<file path="src/rtl/fifo_reader_pkg.sv">
// Shared constants for fifo_reader: data width, skid buffer state encoding and credit limit.
// The skid state value equals the number of buffered entries.
package fifo_reader_pkg;

    localparam int DW_DEFAULT = 8;

    typedef logic [1:0] skid_state_t;

    localparam skid_state_t SKID_EMPTY = 2'd0;
    localparam skid_state_t SKID_ONE   = 2'd1;
    localparam skid_state_t SKID_TWO   = 2'd2;

    localparam logic [2:0] CREDIT_LIMIT = 3'd2;

    // Words owned after this cycle's transfer, evaluated at 3 bits so it never wraps.
    function automatic logic credit_ok(
        input logic [1:0] occ,
        input logic       inflight,
        input logic       xfer
    );
        logic [2:0] owned;
        owned = {1'b0, occ} + {2'b00, inflight} - {2'b00, xfer};
        return owned < CREDIT_LIMIT;
    endfunction

endpackage

</file>
<file path="src/rtl/fifo_reader_skid_buf2.sv">
// skid_buf2: 2-entry in-order buffer that captures FIFO read data and drives the valid/ready stream.
// Latency: capture at end of cycle N -> m_valid in N+1; no bypass from cap_dat to m_data.
// Backpressure: holds m_data stable while m_valid & !m_ready; upstream credit keeps it from overfilling.
module skid_buf2
    import fifo_reader_pkg::*;
#(
    parameter int DW = DW_DEFAULT
) (
    input  logic          clk,
    input  logic          rst,
    input  logic          cap_vld,
    input  logic [DW-1:0] cap_dat,
    output logic          m_valid,
    input  logic          m_ready,
    output logic [DW-1:0] m_data,
    output logic [1:0]    occ
);

    skid_state_t   state_q, state_d;
    logic [DW-1:0] ent0_q, ent0_d;
    logic [DW-1:0] ent1_q, ent1_d;
    logic          xfer;

    assign m_valid = (state_q != SKID_EMPTY);
    assign m_data  = ent0_q;
    assign occ     = state_q;
    assign xfer    = m_valid & m_ready;

    // ent0 is always the oldest entry; ent1 only holds a word while in TWO.
    always_comb begin
        state_d = state_q;
        ent0_d  = ent0_q;
        ent1_d  = ent1_q;
        case (state_q)
            SKID_EMPTY: begin
                if (cap_vld) begin
                    ent0_d  = cap_dat;
                    state_d = SKID_ONE;
                end
            end
            SKID_ONE: begin
                if (cap_vld && xfer) begin
                    ent0_d = cap_dat;
                end else if (cap_vld) begin
                    ent1_d  = cap_dat;
                    state_d = SKID_TWO;
                end else if (xfer) begin
                    state_d = SKID_EMPTY;
                end
            end
            SKID_TWO: begin
                if (xfer) begin
                    ent0_d = ent1_q;
                    if (cap_vld) begin
                        ent1_d = cap_dat;
                    end else begin
                        state_d = SKID_ONE;
                    end
                end
            end
            default: begin
                state_d = SKID_EMPTY;
            end
        endcase
    end

    always_ff @(posedge clk or posedge rst) begin
        if (rst) begin
            state_q <= SKID_EMPTY;
            ent0_q  <= '0;
            ent1_q  <= '0;
        end else begin
            state_q <= state_d;
            ent0_q  <= ent0_d;
            ent1_q  <= ent1_d;
        end
    end

endmodule

</file>
<file path="src/rtl/fifo_reader.sv">
// fifo_reader: drains an 8-bit synchronous FIFO onto a valid/ready stream; FIFO_RD_STATS_EN adds rd_count.
// Latency: pop in cycle N -> m_valid in N+2; sustains 1 word/cycle while m_ready is high.
// Backpressure: at most 2 words owned (buffered + in flight); pops stop once that credit is used up.
module fifo_reader
    import fifo_reader_pkg::*;
#(
    parameter int DW = DW_DEFAULT
`ifdef FIFO_RD_STATS_EN
    ,
    parameter int CW = 16
`endif
) (
    input  logic          clk,
    input  logic          rst,
    input  logic          fifo_empty,
    output logic          fifo_ren,
    input  logic [DW-1:0] fifo_dout,
    output logic          m_valid,
    input  logic          m_ready,
    output logic [DW-1:0] m_data
`ifdef FIFO_RD_STATS_EN
    ,
    output logic [CW-1:0] rd_count
`endif
);

    logic       inflight_q, inflight_d;
    logic       xfer;
    logic [1:0] occ;

    assign xfer = m_valid & m_ready;

    // A slot freed by this cycle's transfer can be refilled in the same cycle.
    assign fifo_ren = !rst && !fifo_empty && credit_ok(occ, inflight_q, xfer);

    always_comb begin
        inflight_d = fifo_ren & ~fifo_empty;
    end

    always_ff @(posedge clk or posedge rst) begin
        if (rst) begin
            inflight_q <= 1'b0;
        end else begin
            inflight_q <= inflight_d;
        end
    end

    skid_buf2 #(
        .DW(DW)
    ) u_skid (
        .clk     (clk),
        .rst     (rst),
        .cap_vld (inflight_q),
        .cap_dat (fifo_dout),
        .m_valid (m_valid),
        .m_ready (m_ready),
        .m_data  (m_data),
        .occ     (occ)
    );

`ifdef FIFO_RD_STATS_EN
    logic [CW-1:0] rd_count_q, rd_count_d;

    always_comb begin
        rd_count_d = rd_count_q;
        if (xfer) begin
            rd_count_d = rd_count_q + 1'b1;
        end
    end

    always_ff @(posedge clk or posedge rst) begin
        if (rst) begin
            rd_count_q <= '0;
        end else begin
            rd_count_q <= rd_count_d;
        end
    end

    assign rd_count = rd_count_q;
`endif

endmodule

</file>
<file path="config.mk">
export PLATFORM = sky130hd
export DESIGN_NAME = fifo_reader
export DESIGN_NICKNAME = d
export VERILOG_FILES = /design/src/rtl/fifo_reader_pkg.sv /design/src/rtl/fifo_reader_skid_buf2.sv /design/src/rtl/fifo_reader.sv
export SDC_FILE = /design/constraint.sdc
export NUM_CORES = 1
export LEC_CHECK = 0
export CAP_MARGIN = 30
export CORE_MARGIN = 1.5
export CORE_UTILIZATION = 45
export CTS_BUF_LIST = sky130_fd_sc_hd__clkbuf_2
export DETAILED_ROUTE_END_ITERATION = 6
export GPL_TIMING_DRIVEN = 0
export PLACE_DENSITY = 0.73
export SYNTH_ARGS = -nofsm -noshare
export SYNTH_HDL_FRONTEND = slang
export SYNTH_HIERARCHICAL = 1
export SYNTH_SLANG_ARGS = --single-unit
export TNS_END_PERCENT = 10
</file>
<file path="constraint.sdc">
create_clock -name clk -period 3.66 [get_ports clk]
set_input_delay 0.732 -clock clk [delete_from_list [all_inputs] [get_ports clk]]
set_output_delay 0.732 -clock clk [all_outputs]
set_load 0.02 [all_outputs]
</file>
==> results.md <==
- Status: completed
- Layout Cells excl Fill: 120
- Pwr Density: 692.6 nW/um^2
- Asr flop ratio synth: between 90% and 100%
- Main area contributors after synthesis: dfrtp_1 50%, mux2_2 25%, mux2_1 3.5%, o32ai_4 2.9%, o31ai_4 2.2%
- FMAX: 284.8 MHz
- Buffers added on ports: 21
- NumNets Final: around 110
- Crit end category: output port
- Setup slack at placement: -429.5 ps
- Min cycle time layout: between 3000 and 4000 ps
- Inst Count DP: 114
- Slew HR: between 50 and 60%
- Arr. time, crit path: 2780 ps
- Initial core utilization: between 40% and 50%
- # DRC: 0
- Routed Antenna Nets: 0
- Final Hold Viols: 0
- 1st-pass router iterations: 3
- Syn Std Cell Area: 954.7 um^2
- Synth top area share: approximately half
- Largest net degree at the start of global routing: 19
- RD Place Congestion: 0.7807
- Dpl hpwl: 1174 um
- DR WL/cell: roughly 13 um
- Dpl cell area: between 1000 and 1500 um^2
- Critical Path RT: between 2000 and 3000 ps
- Vias per cell: 4.983
- DR vias: 598
- Total power: around 0.86 mW
- Syn Nets: 80
- Hold crit path type: flop to flop
- Final setup violating endpoints: 0
- Post-synth top flop: dfrtp_1
- CTS sink cnt: 19
- First-pass GRT wire length: 2635 um
- Most frequent cells in the layout: 21 x mux2_2, 20 x clkdlybuf4s50_1, 18 x dfrtp_1, 4 x inv_1
- Commonest non-fill, non-tap cell in the layout: mux2_2
- Crit Path Max Fanout: 4
- Final core utilization: 62.37%
- Final Slew Violations: 0
- Setup ws final: roughly 150 ps
- #FFs+latches synth: 19
- Total negative slack: 0 ps
- Yosys top cell by area: dfrtp_1
- Initial DRC Count: 3
- Vias in the first global route: 611
- IO Count: 22
- Syn Inst Count: 66
- Total track usage: approximately 15%
- Initial antenna violation count: 0
- Worst-path clk slew: between 150 and 200 ps
- Die X: a little under 50 um
- Fillers: between 150 and 200
- Layout cells sized above 1: a little under 40%
- Worst-Skew Late Latency: about 290 ps
- Synth Area per Inst: around 14 um^2
- GR Overflow Total: 0
- Fin crit share: 95.93%
- Worst Tran Pin Value: ~650 ps
- CP startpoint kind: input pin
- YS warnings: 6
- Area of the core: approximately 2000 um^2
- Total CTS buffers: 3
- Area Overhead vs Synth: 29.49%
- Ant. Diodes: 0
- Die H: 49.06 um
- RSZ-0062 raised after global routing: no
- Register area share after synthesis: between 40% and 50%
- Full die area: 2407 um^2
- Leakage: about 0.52 nW
- Max Cap Viol: 0
- H-tree depth: 1
- Max clock buf depth: 2
- Clock root cell: clkbuf_2
- Distinct cell type count of the synthesized netlist: 22
- WL final: ~1600 um
- Hold WS: 507.6 ps
- Setup CP Type: input pin to output port
- # rows: 16
- Clk_skew: between 3 and 4 ps
- Reg2Reg Setup Slack: approximately 1400 ps
- IR drop worst, VDD: around 0.0004 V
- Cell area after layout: ~1200 um^2
- CTS tree: built
- EDFF count, synth: 0
-- synth_stat cells (2+ instances only) --
cell type  count
mux2_2        21
dfrtp_1       19
inv_1          4
mux2_1         3
nor4b_1        2
-- report_power, final --
part,total [mW],switching [mW],internal [mW]
clock,0.0839,0.0591,0.0248
sequential,0.356,0.0497,0.306
combinational,0.416,0.180,0.237
total,0.856,0.289,0.568
-- flip-flops by register name (all words and copies together), names as in the netlist --
signal / count
u_skid/m_data: 8
inflight_q: 1
u_skid/ent1_q: 8
u_skid/occ: 2
-- metal layers --
metal	share of wire [%]	global-route usage [%]	up-vias
met5	0	0	-
met4	0.74	8.571	0
met3	2.5	1.840	2
met2	52	24.32	9
met1	45	17.84	300
li1	-	-	287
-- final timing paths --
kind                                  start                to  cells after the start
setup / recovery                    m_ready          fifo_ren                      8
hold / removal             u_skid/ent1_q[7]  u_skid/ent1_q[7]                      1
setup reg to reg              u_skid/occ[1]        inflight_q                      7
hold reg to reg            u_skid/ent1_q[7]  u_skid/ent1_q[7]                      1
max in group asynchronous               rst     u_skid/occ[1]                      2
min in group asynchronous               rst        inflight_q                      2
-- cell type report --
type	count	area, um^2	area share, %
tap	27	33.78	2.733
clock buffer	3	15.01	1.215
multi-input combinational	41	455.4	36.84
sequential	19	476.7	38.56
timing repair buffer	23	220.2	17.81
clock inverter	1	5.005	0.4049
buffer	1	11.26	0.9109
inverter	5	18.77	1.518
-- worst max-delay path: stages --
cell and delay, ps:
clkdlybuf4s50_1 450, and2_1 160, ha_1 260, nand2b_1 150
fa_1 380, xor2_1 200, nor4b_2 240, buf_2 210
-- logic make-up (layout without fill, tap and decap cells) --
kind of cell	count (synthesis)	count (layout)	share of synthesized area [%]
fa+ha+maj	2	2	3.407
compound gates	4	4	6.553
flops	19	19	49.80
simple gates	9	9	6.948
xor+xnor	2	2	1.835
mux	24	24	28.31
buf+inv	6	33	3.145
-- what timing repair did --
action / CTS / global route
gates cloned: 0 / 0
resized for setup: 6 / 1
setup endpoints to repair: 1 / 1
pin swaps: 0 / 0
hold buffers: 0 / 0
buffers inserted: 0 / 2
hold endpoints to repair: 0 / 0
(Power assumes the default switching activity.)
